<file path="config.mk">
export PLATFORM = sky130hd
export DESIGN_NAME = instruction_prefetch
export DESIGN_NICKNAME = d
export VERILOG_FILES = /design/src/rtl/instruction_prefetch.sv
export SDC_FILE = /design/constraint.sdc
export NUM_CORES = 1
export LEC_CHECK = 0
export CAP_MARGIN = 20
export CORE_MARGIN = 1.5
export CORE_UTILIZATION = 53
export CTS_CLUSTER_SIZE = 20
export DETAILED_ROUTE_END_ITERATION = 8
export PLACE_DENSITY = 0.76
export SLEW_MARGIN = 10
export SYNTH_ARGS = -nofsm -noshare
export SYNTH_HDL_FRONTEND = slang
export SYNTH_SLANG_ARGS = --single-unit
export TNS_END_PERCENT = 5
</file>
<file path="constraint.sdc">
create_clock -name clk -period 5.9 [get_ports clk]
set_clock_uncertainty 0.05 [all_clocks]
set_input_delay 0.59 -clock clk [delete_from_list [all_inputs] [get_ports clk]]
set_output_delay 0.59 -clock clk [all_outputs]
set_load 0.01 [all_outputs]
</file>
<file path="src/rtl/instruction_prefetch.sv">
// instruction_prefetch
//   Instruction fetch stage with a small prefetch queue. It issues sequential
//   reads to a synchronous instruction memory (one-cycle read latency) and
//   buffers the responses in a DEPTH-entry FIFO of {pc, instr} pairs. The
//   queue head goes to decode with a valid/ready handshake. A jump flushes
//   the queue and redirects fetch to {last_pc[hi:6], partial_addr}.
//
// Ports
//   clk           rising-edge clock
//   rst           asynchronous reset, active low
//   imem_req      memory read request this cycle (combinational on jump)
//   imem_addr     memory read address
//   imem_rdata    memory read data, valid one cycle after imem_req
//   instr_valid   queue head holds an instruction
//   instr_code    head instruction (0 when the queue is empty)
//   instr_pc      address of the head instruction (0 when empty)
//   instr_ready   decode accepts the head this cycle
//   jump          single-cycle redirect request
//   partial_addr  low six bits of the jump target
//   level         queue occupancy
module instruction_prefetch #(
  parameter int                ADDR_W   = 8,
  parameter int                DATA_W   = 8,
  parameter int                DEPTH    = 4,
  parameter logic [ADDR_W-1:0] RESET_PC = '0
) (
  input  logic                       clk,
  input  logic                       rst,
  output logic                       imem_req,
  output logic [ADDR_W-1:0]          imem_addr,
  input  logic [DATA_W-1:0]          imem_rdata,
  output logic                       instr_valid,
  output logic [DATA_W-1:0]          instr_code,
  output logic [ADDR_W-1:0]          instr_pc,
  input  logic                       instr_ready,
  input  logic                       jump,
  input  logic [5:0]                 partial_addr,
  output logic [$clog2(DEPTH):0]     level
);

  localparam int PTR_W = $clog2(DEPTH);
  localparam int LVL_W = PTR_W + 1;
  localparam int HI_W  = ADDR_W - 6;

  logic                 run;
  logic [ADDR_W-1:0]    fetch_pc;
  logic [ADDR_W-1:0]    req_pc;
  logic [HI_W-1:0]      last_pc_hi;
  logic                 inflight;
  logic                 drop;

  logic [ADDR_W-1:0]    pc_q   [DEPTH];
  logic [DATA_W-1:0]    code_q [DEPTH];
  logic [PTR_W-1:0]     wr_ptr;
  logic [PTR_W-1:0]     rd_ptr;
  logic [LVL_W-1:0]     count;

  logic [LVL_W:0]       credit_used;
  logic                 push;
  logic                 pop;
  logic [ADDR_W-1:0]    jump_target;

  // Credit counts the response already on its way, so the queue can never
  // be asked to hold more than DEPTH entries.
  assign credit_used = {1'b0, count} + {{LVL_W{1'b0}}, inflight};
  assign imem_req    = run && !jump && (credit_used < (LVL_W+1)'(DEPTH));
  assign imem_addr   = fetch_pc;

  // A response landing in the jump cycle belongs to the old stream; the
  // flush at this edge discards it by not pushing.
  assign push = inflight && !drop && !jump;
  assign pop  = instr_valid && instr_ready && !jump;

  assign jump_target = {last_pc_hi, partial_addr};

  assign instr_valid = (count != '0);
  assign instr_code  = instr_valid ? code_q[rd_ptr] : '0;
  assign instr_pc    = instr_valid ? pc_q[rd_ptr]   : '0;
  assign level       = count;

  // run holds off the first request until the first edge after reset, so
  // fetch starts in cycle 1.
  always_ff @(posedge clk or negedge rst) begin
    if (!rst) begin
      run        <= 1'b0;
      fetch_pc   <= RESET_PC;
      req_pc     <= RESET_PC;
      inflight   <= 1'b0;
      drop       <= 1'b0;
      last_pc_hi <= RESET_PC[ADDR_W-1:6];
    end else begin
      run      <= 1'b1;
      inflight <= imem_req;
      if (imem_req) begin
        req_pc <= fetch_pc;
      end
      if (jump) begin
        fetch_pc <= jump_target;
        // imem_req is forced low in the jump cycle, so the cycle after a
        // jump never carries a live response; drop guards it regardless.
        drop     <= inflight;
      end else begin
        if (imem_req) begin
          fetch_pc <= fetch_pc + ADDR_W'(1);
        end
        drop <= 1'b0;
      end
      // Only the page bits of the accepted pc feed the jump target.
      if (pop) begin
        last_pc_hi <= instr_pc[ADDR_W-1:6];
      end
    end
  end

  always_ff @(posedge clk or negedge rst) begin
    if (!rst) begin
      wr_ptr <= '0;
      rd_ptr <= '0;
      count  <= '0;
      for (int i = 0; i < DEPTH; i++) begin
        pc_q[i]   <= '0;
        code_q[i] <= '0;
      end
    end else if (jump) begin
      wr_ptr <= '0;
      rd_ptr <= '0;
      count  <= '0;
    end else begin
      if (push) begin
        pc_q[wr_ptr]   <= req_pc;
        code_q[wr_ptr] <= imem_rdata;
        wr_ptr         <= wr_ptr + PTR_W'(1);
      end
      if (pop) begin
        rd_ptr <= rd_ptr + PTR_W'(1);
      end
      case ({push, pop})
        2'b10:   count <= count + LVL_W'(1);
        2'b01:   count <= count - LVL_W'(1);
        default: count <= count;
      endcase
    end
  end

endmodule

</file>
# ---- After elaboration in Yosys (flattened, before gate mapping)
# Index checks and enable logic that the tools add are counted.
dict set report word_totals {
  wordCells 68
  input_bits 18
  ff_bits 92
  out_inout_bits 29
}
dict set report classes {
  order_cmp 4
  muxes 21
  add_sub_neg 6
  reduce_logical 15
  bitwise 3
  eq_ne 2
}
# op count
set op_table {}
lappend op_table {{$mux W8} 9}
lappend op_table {{$bwmux W32} 2}
lappend op_table {{$bmux W8 S2} 2}
lappend op_table {{$demux W8 S2} 1}
lappend op_table {{$add A8 B1 Y8 const B} 1}
lappend op_table {{$mux W2} 4}
lappend op_table {{$logic_and A1 B1 Y1} 7}
lappend op_table {{$ge A3 B3 Y1 const B} 2}
lappend op_table {{$not A2 Y3} 2}
lappend op_table {{$pmux W3 S2} 1}
lappend op_table {{$reduce_bool A2 Y1} 3}
lappend op_table {{$reduce_bool A3 Y1} 2}
lappend op_table {{$add A2 B1 Y2 const B} 2}
lappend op_table {{$add A3 B1 Y4} 1}
lappend op_table {{$lt A4 B3 Y1 const B} 1}
lappend op_table {{$add A3 B1 Y3 const B} 1}
lappend op_table {{$lt A3 B1 Y1 const B} 1}
lappend op_table {{$mux W3} 1}
lappend op_table {{$sub A3 B1 Y3 const B} 1}
lappend op_table {{$eq A2 B1 Y1 const B} 1}
lappend op_table {{$eq A2 B2 Y1 const B} 1}
lappend op_table {{$logic_not A1 Y1} 2}
lappend op_table {{$reduce_and A2 Y1} 1}
lappend op_table {{$mux W1} 1}
lappend op_table {{$not A1 Y1} 1}

# ---- Depth between registers and ports, before layout
# Gate-level depths: netlist (run 1).
dict set report logic_depth {
  depth_word 6
  depth_mapped 8
}

# ---- Worst setup path before layout (run 1)
# No wires, ideal clock.
dict set report synth_path {
  path_kind {in2reg}
  from {in jump}
  to {reg count[2] (netlist: level[2])}
  t_arrival_ns 1.951
  path_stages 8
  setup_ns 0.135
  required_ns 5.715
  n_path_buf 2
  path_slack_ns 3.763
  path_cell_list {buf_2 clkbuf_1 nor3_1 fa_1 inv_1 nor2_1 a221oi_1 nor3_1}
}
dict set report synth_between {
  elab_chain_len 5
}
# item line_no
set synth_rtl {}
lappend synth_rtl {{start, declared} 36} ;# input logic jump,
lappend synth_rtl {{$logic_not A1 Y1} {71, 72}}
lappend synth_rtl {{$logic_and A1 B1 Y1, on equally long branches} {72, 71}}
lappend synth_rtl {{$eq A2 B1 Y1 / $eq A2 B2 Y1 (equally long branches)} 137} ;# case ({push, pop})
lappend synth_rtl {{$pmux W3 S2} 137}
lappend synth_rtl {{$mux W3} 124} ;# end else if (jump) begin
lappend synth_rtl {{end signal, assigned} 138} ;# 2'b10: count <= count + LVL_W'(1);
lappend synth_rtl {{end signal, assigned} 139} ;# 2'b01: count <= count - LVL_W'(1);
lappend synth_rtl {{end signal, assigned} 140} ;# default: count <= count;
lappend synth_rtl {{end, declared} 56} ;# logic [LVL_W-1:0] count;
# Parallel ways exist; a longest one is shown, timed or not.
# A chain may end at the register's enable or synchronous reset.

# ---- Worst setup path after layout (run 1)
dict set report layout_path {
  from {in jump}
  to {out imem_req}
}
dict set report layout_between {
  elab_chain_len 3
}
# item line_no
set layout_rtl {}
lappend layout_rtl {{$logic_not A1 Y1} 66} ;# assign imem_req = run && !jump && (credit_used < (LVL_W+1)'(DEPTH));
lappend layout_rtl {{$logic_and A1 B1 Y1 (2 in a row)} 66}
lappend layout_rtl {{end, declared} 29} ;# output logic imem_req,
# Every way passes these cells.

==> results.md, run 1 <==
- # diodes: 0
- DP Wirelength: 5083 µm
- Worst path depth: 5
- Syn_nets: 345
- Via count: 2,629
- Initial drt markers: 116
- Port Buf Inserts: 46
- Drt first pass iters: 4
- Clk_lat worst skew: 350 ps
- Worst path max stage delay: 850 ps
- Max Buffers Root-to-Sink: 2
- Initial antenna violation count: 0
- Setup ws final: 2358 ps
- Core Util, Final: 64.14%
- Slowest-stage cell, CP: clkdlybuf4s50_1
- Antenna Nets Post-Route: 0
- RSZ-0062 raised after global routing: false
- CTS buffer count: 9
- Layout cells sized above 1: 24.59%
- Max Freq: 282.3 MHz
- Area fraction in compound gates after synthesis: 3.971%
- Syn-to-layout area delta: 14.94%
- TNS Setup: 0 ps
- Reg2Reg Setup Slack: 3700 ps
- # DRC: 0
- GR Overflow Total: 0
- Commonest non-fill, non-tap cell in the layout: dfrtp_1
- Share of synthesized area spent on multiplexers: 26.29%
- Number of synthesized flops with an enable pin: 0
- Sequential share of the synthesized area: 52.57%
- Clock root cell: clkbuf_8
- Fin area: 5034 µm²
- Synth Instances: 321
- Hold Vio Cnt, Final: 0
- Setup violations, final: 0
- Worst slew pin tran: 1049 ps
- Core area: 7848 µm²
- Area leader, netlist: dfrtp_1
- # IOs: 47
- Cell mode on critical path: clkdlybuf4s50_1
- Max-cap violations: 0
- Crit path capture: imem_req
- Outcome: finished, final reports clean
- GRT Overall Usage: 20.66%
- Final Wtd Congestion: 0.8260
- Fin crit period: 3542 ps
- Largest net degree at the start of global routing: 88
- Post-Synth Simple-Gate Area: 9.743%
- Die Area: 8817 µm²
- Post-Route WL: 7912 µm
- DR vias/cell: 5.618
- R2R Path Start: rd_ptr[0]
- H-tree Lvls: 3
- # Post-CTS Setup Buffers: 0
- CP Class: primary input to output pin
- Top_reg_cell synth: dfrtp_1
- Area contributors post-synth: dfrtp_1 (53%), mux2_2 (16%), mux4_1 (6.0%)
- Worst hold path type: register to register
- Clk pin slew, worst setup/hold paths: 80 ps
- Post-Synth Adder-Cell Area: 1.886%
- Synth warn: 0
- First-pass GRT wire length: 13,840 µm
- Worst Path Max Fanout: 25
- Filler cells: 626
- Crit-path cells: clkdlybuf4s50_1, nor2_1, nand3_2, inv_2, clkdlybuf4s50_1
- Slew Viols, Final: 0
- Final period utilization: 60.04%
- Fin nets: 386
- Placed inst area: 4808 µm²
- Seq cells post-synth: 92
- Cells resized by post-CTS repair: 0
- Startpoint types: primary input
- Xor/xnor share of the synthesized area: 1.200%
- Leak: 2.312 nW
- Hold buffers post-CTS: 1
- Die Height: 93.90 µm
- Place WS: 2338 ps
- Synth async-reset ratio: 100.0%
- Rel. slew slack: 30.03%
- Distinct cells, synth: 44
- Crit path max-delay family: buffers and inverters
- Clock sink count: 92
- Initial Utilization: 55.80%
- Die Wd: 93.90 µm
- Synth top area share: 52.57%
- Worst IR Drop VDD: 0.2900 mV
- FP Rows: 32
- Setup crit start: jump
- Wire length per cell: 16.91 µm
- CP bufs+invs: 3
- CTS tree: built
- Main combinational cell family by area after synthesis: multiplexers
- Crit end category: output pin
- FF-to-FF End: last_pc_hi[1]
- Pwr/cell area: 354.7 nW/µm²
- Reg2reg path depth: 2
- Vias in the first global route: 2,763
- Most frequent cells in the layout: dfrtp_1 (92), mux2_2 (61), clkdlybuf4s50_1 (45), nand2_1 (35), and2_1 (21)
- Critical Path AT: 2900 ps
- Worst EP required: 5260 ps
- Synth Cell Area: 4379 µm²
- Average size of a mapped cell: 13.64 µm²
-- cells in the mapped netlist (all sizes together) (3+ instances only) --
| cell type | instances |
|---|---|
| nor3 | 4 |
| a221o | 3 |
| ha | 5 |
| xnor2 | 4 |
| nor2b | 3 |
| nand3 | 5 |
| inv | 6 |
| mux2 | 66 |
| nand2 | 35 |
| nor2 | 12 |
| buf | 17 |
| and2 | 21 |
| dfrtp | 92 |
| mux4 | 16 |
| a21oi | 4 |
-- state kept, by name, summed over array words and instances (netlist names), 2 cells and up --
name,count
last_pc_hi,2
req_pc,8
pc_q,32
code_q,32
imem_addr,8
wr_ptr,2
level,3
rd_ptr,2
-- layout make-up --
cell class | count | area [µm²] | area share (%)
clock inverter | 1 | 5.005 | 0.09943
timing repair buffer | 49 | 503.0 | 9.993
sequential | 92 | 2302 | 45.74
clock buffer | 14 | 182.7 | 3.629
tap | 102 | 127.6 | 2.535
inverter | 6 | 22.52 | 0.4474
multi-input combinational | 204 | 1891 | 37.56
-- per-layer routing --
metal	GRT usage (%)	routed length [µm]	vias to the layer above
met5	0	0	-
li1	-	-	1220
met4	6.468	125	0
met1	29.30	3729	1332
met3	4.045	365	9
met2	32.37	3692	68
-- worst min path at each step --
stage / slack [ps] / startpoint / depth (start not counted) / to
6_report: 440 / pc_q[26] / 1 / pc_q[26]
5_1_grt: 460 / pc_q[26] / 1 / pc_q[26]
4_1_cts: 440 / pc_q[26] / 1 / pc_q[26]
3_5_place_dp: 350 / rst / 1 / level[1]
3_3_place_gp: 350 / rst / 1 / level[1]
2_1_floorplan: 240 / rst / 0 / code_q[0]
-- worst register-to-register path: cells and delay by family, from the launching register on --
| family | cells | cell delay (ps) |
|---|---|---|
| flops | 1 | 1040 |
| mux | 2 | 1010 |
-- cell families after synthesis --
| family | count (synthesis) |
|---|---|
| buffers and inverters | 25 |
| xor gates and xnor gates | 6 |
| DFF | 92 |
| AOI/OAI and AO/OA | 22 |
| adders and majority gates | 6 |
| and+or+nand+nor | 86 |
| other | 1 |
| muxes | 83 |
-- stage by stage --
step | power, mW | hold slack, ps | std cells
finish | 1.785 | 444.6 | 468
global route | 1.898 | 456.8 | 468
CTS | 1.801 | 443.3 | 467
detailed placement | 1.408 | 352.5 | 451
global placement | 1.390 | 350.5 | 451
floorplan | 1.198 | 244.4 | 321
-- power by group --
group	internal, mW	total, mW	switching, mW
clock network	0.197	0.395	0.198
registers	0.746	0.862	0.116
logic	0.332	0.529	0.197
total	1.27	1.79	0.511
(Power assumes the default switching activity.)
==> inputs of run 2 (changes only) <==
==> constraint.sdc (replaced) <==
create_clock -name clk -period 3.55 [get_ports clk]
set_clock_uncertainty 0.05 [all_clocks]
set_input_delay 0.355 -clock clk [delete_from_list [all_inputs] [get_ports clk]]
set_output_delay 0.355 -clock clk [all_outputs]
set_load 0.01 [all_outputs]
==> run 2 against run 1 <==
Die area did not move. Critical endpoint is now instr_pc[7]. Sequential power rose by 61%. Cell area rose by 0.40%. Routed wire length rose by 0.82%. Largest power group unchanged. Flip-flop and latch count did not move. Power rose by 67%.
==> results.md, run 2 (synthesis results as in run 1) <==
- Setup violations, final: 0
- Via count: 2,633
- Most frequent cells in the layout: dfrtp_1 (92), mux2_2 (61), clkdlybuf4s50_1 (45), nand2_1 (35), and2_1 (21)
- Drt first pass iters: 4
- Wire length per cell: 16.83 µm
- Die Wd: 93.90 µm
- Slew Viols, Final: 0
- Worst EP required: 3140 ps
- Most Crowded Layer GR: met2
- Critical Path AT: 2360 ps
- Final period utilization: 77.87%
- Largest net degree at the start of global routing: 43
- Worst hold path type: register to register
- RSZ-0062 raised after global routing: false
- Met2 usage: 32.07%
- Die Area: 8817 µm²
- CP Class: register to output pin
- Non-Filler Instances: 474
- Startpoint types: register
- Clock root cell: clkbuf_8
- Fin crit period: 2764 ps
- Leak: 2.327 nW
- Vias in the first global route: 2,714
- H-tree Lvls: 3
- FP Rows: 32
- Die Height: 93.90 µm
- Top Registers: code_q: 32 flops, pc_q: 32 flops
- Rel. slew slack: 48.55%
- Clk pin slew, worst setup/hold paths: 90 ps
- Met1 Usage GRT: 28.34%
- Initial antenna violation count: 0
- Crit-path cells: buf_4, mux4_1, and2_1, clkdlybuf4s50_1
- First-pass GRT wire length: 13,540 µm
- Syn-to-layout area delta: 15.40%
- DP Wirelength: 5112 µm
- Slowest-stage cell, CP: mux4_1
- Initial Utilization: 55.80%
- Fin nets: 392
- Pwr/cell area: 589.5 nW/µm²
- Antenna Nets Post-Route: 0
- Layout cells sized above 1: 25.54%
- Worst Path Max Fanout: 16
- Initial drt markers: 185
- Outcome: finished, final reports clean
- Final Wtd Congestion: 0.8165
- Setup ws final: 785.5 ps
- Met3 layer usage reported by global route: 3.317%
- TNS Setup: 0 ps
- Core area: 7848 µm²
- Clock sink count: 92
- Clk_lat worst skew: 350 ps
- DR vias/cell: 5.555
- Worst IR Drop VDD: 0.4511 mV
- Worst slew pin tran: 771.7 ps
- GRT Overall Usage: 20.32%
- CTS buffer count: 9
- Place WS: 1074 ps
- Max Freq: 361.7 MHz
- Hold Vio Cnt, Final: 0
- GR Overflow Total: 0
- Max-cap violations: 0
- Placed Cells incl. Taps: 458
- CTS tree: built
- Max Buffers Root-to-Sink: 2
- # IOs: 47
- # DRC: 0
- Port Buf Inserts: 46
- # diodes: 0
- Commonest non-fill, non-tap cell in the layout: dfrtp_1
- Post-Route WL: 7977 µm
- Reg2Reg Setup Slack: 1440 ps
- Worst path max stage delay: 640 ps
- Crit end category: output pin
run 2: critical path: cells and delay by family, from the launching register on:
| family | cells | cell delay, ps |
|---|---|---|
| muxes | 1 | 640 |
| DFF | 1 | 390 |
| buffers and inverters | 2 | 790 |
| and+or+nand+nor | 1 | 180 |
run 2: metrics by stage:
step | instance area [µm²] | hold slack (ps) | util [%] | power (mW)
global placement | 4861 | 319.4 | 61.94 | 2.313
global route | 5054 | 450.3 | 64.40 | 3.152
detailed placement | 4861 | 320.4 | 61.94 | 2.350
finish | 5054 | 437.0 | 64.40 | 2.979
floorplan | 4379 | 9.409 | - | 1.991
CTS | 5054 | 441.2 | 64.40 | 3.019
run 2: final cells by class:
| class | instances | area [µm²] |
|---|---|---|
| Fill cell | 624 | 2794 |
| Sequential cell | 92 | 2302 |
| Multi-Input combinational cell | 204 | 1891 |
| Timing Repair Buffer | 55 | 528.0 |
| Clock buffer | 11 | 131.4 |
| Tap cell | 102 | 127.6 |
| Clock inverter | 4 | 51.30 |
| Inverter | 6 | 22.52 |
run 2: path summary, 6_finish.rpt:
| path | start | to | cells past startpoint |
|---|---|---|---|
| max in group asynchronous | rst | req_pc[3] | 3 |
| max reg2reg | level[0] | level[2] | 7 |
| min in group asynchronous | rst | level[0] | 2 |
| min reg2reg | code_q[7] | code_q[7] | 1 |
| min | code_q[7] | code_q[7] | 1 |
| max | rd_ptr[0] | instr_pc[7] | 4 |
run 2: power by group:
| group | switching, mW | total (mW) | internal (mW) |
|---|---|---|---|
| Clock | 0.344 | 0.667 | 0.323 |
| Sequential | 0.155 | 1.39 | 1.24 |
| Combinational | 0.364 | 0.919 | 0.554 |
| Total | 0.863 | 2.98 | 2.12 |
run 2: timing repair:
action	CTS	global route
endpoints found under the hold margin	40	0
hold buffers	1	0
resized for setup	0	0
setup buffers	0	0
run 2: layer usage:
layer | vias up | part of all wire [%]
li1 | 1238 | -
met1 | 1333 | 47
met4 | 0 | 1.7
met5 | - | 0
met2 | 53 | 48
met3 | 9 | 3.7
==> inputs of run 3 (changes only) <==
==> constraint.sdc (replaced) <==
create_clock -name clk -period 2.9 [get_ports clk]
set_clock_uncertainty 0.05 [all_clocks]
set_input_delay 0.29 -clock clk [delete_from_list [all_inputs] [get_ports clk]]
set_output_delay 0.29 -clock clk [all_outputs]
set_load 0.01 [all_outputs]
==> run 3 against run 2 <==
First-iteration DRC count down 49%. Register-to-register slack worse by 630 ps. Power up 25%. Final cell count up 0.63%. Highest routed layer unchanged. Largest cell class unchanged. Non-clock buffer count up 2.
==> results.md, run 3 (synthesis results as in run 1) <==
- Initial Utilization: 55.80%
- Placed Cells incl. Taps: 460
- Syn-to-layout area delta: 16.49%
- Critical Path AT: 2250 ps
- Layout cells sized above 1: 26.40%
- Core Util, Final: 65.00%
- Non-Filler Instances: 477
- Vias in the first global route: 2,773
- Max-cap violations: 0
- Largest net degree at the start of global routing: 47
- # IOs: 47
- Die Wd: 93.90 µm
- Clock root cell: clkbuf_8
- Antenna Nets Post-Route: 0
- Pwr/cell area: 727.2 nW/µm²
- Commonest non-fill, non-tap cell in the layout: dfrtp_1
- Wire length per cell: 16.37 µm
- FF-to-FF End: level[2]
- First-pass GRT wire length: 13,430 µm
- Worst hold slack: 419.7 ps
- CTS tree: built
- Rel. slew slack: 60.62%
- Cells resized by post-CTS repair: 0
- Clock sink count: 92
- Initial antenna violation count: 0
- Filler cells: 600
- Die Area: 8817 µm²
- Fin nets: 394
- Final Wtd Congestion: 0.7983
- RSZ-0062 raised after global routing: false
- Drt first pass iters: 4
- Fin area: 5101 µm²
- Crit end category: output pin
- Worst Path Max Fanout: 15
- GR Overflow Total: 0
- Startpoint types: register
- Max Freq: 386.5 MHz
- Clk pin slew, worst setup/hold paths: 80 ps
- Leak: 2.353 nW
- Top Registers: code_q: 32 flops, pc_q: 32 flops
- Hold Vio Cnt, Final: 0
- Final period utilization: 89.22%
- Clk_lat worst skew: 350 ps
- Most frequent cells in the layout: dfrtp_1 (92), mux2_2 (61), clkdlybuf4s50_1 (45), nand2_1 (35), and2_1 (21)
- # DRC: 0
- H-tree Lvls: 3
- Slew Viols, Final: 0
- CP Class: register to output pin
- Setup violations, final: 0
- Hold buffers post-CTS: 1
- Worst hold path type: primary input to asynchronous set/reset pin
- Post-Route WL: 7808 µm
- FP Rows: 32
- R2R Path Start: level[1]
- DP Wirelength: 5164 µm
- Worst EP required: 2560 ps
- Tot Pwr: 3.710 mW
- TNS Setup: 0 ps
- Setup ws final: 312.7 ps
- Die Height: 93.90 µm
- Core area: 7848 µm²
- CTS buffer count: 9
- Via count: 2,657
- DR vias/cell: 5.570
- Outcome: finished, final reports clean
- Reg2Reg Setup Slack: 810 ps
- Place WS: 599.7 ps
- Port Buf Inserts: 46
- Initial drt markers: 94
- # diodes: 0
- Worst slew pin tran: 590.7 ps
- Max Buffers Root-to-Sink: 2
- Reg2reg path depth: 7
- Worst IR Drop VDD: 0.4588 mV
- # Post-CTS Setup Buffers: 0
- Placed inst area: 4888 µm²
- Setup crit start: rd_ptr[0]
- Fin crit period: 2587 ps
- GRT Overall Usage: 20.20%
## run 3: metal layers
layer	global-route usage (%)	vias to the layer above	share of wire, %
met5	0	-	0
met4	9.204	0	1.8
met2	31.22	58	48
met3	2.913	10	3.2
met1	28.47	1352	47
li1	-	1237	-
## run 3: report_power, final
group          switching [mW]  leakage, nW  total, mW  internal [mW]
Combinational           0.447         1.03       1.14          0.695
Clock                   0.423        0.102      0.866          0.443
Sequential              0.184         1.22       1.70           1.52
Total                    1.05         2.35       3.71           2.66
## run 3: critical path, cell delays in order, from the launching register on
cell and delay (ps):
dfrtp_1 470, buf_12 210, mux4_2 570, and2_1 180, clkdlybuf4s50_1 470
## run 3: area by class of cell
| cell class | instances | area (µm²) | area share [%] |
|---|---|---|---|
| Clock buffer | 12 | 155.1 | 3.041 |
| Clock inverter | 4 | 47.55 | 0.9321 |
| Inverter | 6 | 22.52 | 0.4415 |
| Multi-Input combinational cell | 204 | 1891 | 37.06 |
| Sequential cell | 92 | 2302 | 45.13 |
| Tap cell | 102 | 127.6 | 2.502 |
| Timing Repair Buffer | 57 | 555.5 | 10.89 |
## run 3: worst max path at each step
| stage | end | slack (ps) | cells after the start |
|---|---|---|---|
| floorplan | level[2] | 950 | 7 |
| global placement | imem_req | 600 | 5 |
| detailed placement | imem_req | 600 | 5 |
| CTS | instr_pc[7] | 270 | 3 |
| global route | instr_pc[2] | 160 | 3 |
| finish | instr_pc[6] | 310 | 4 |
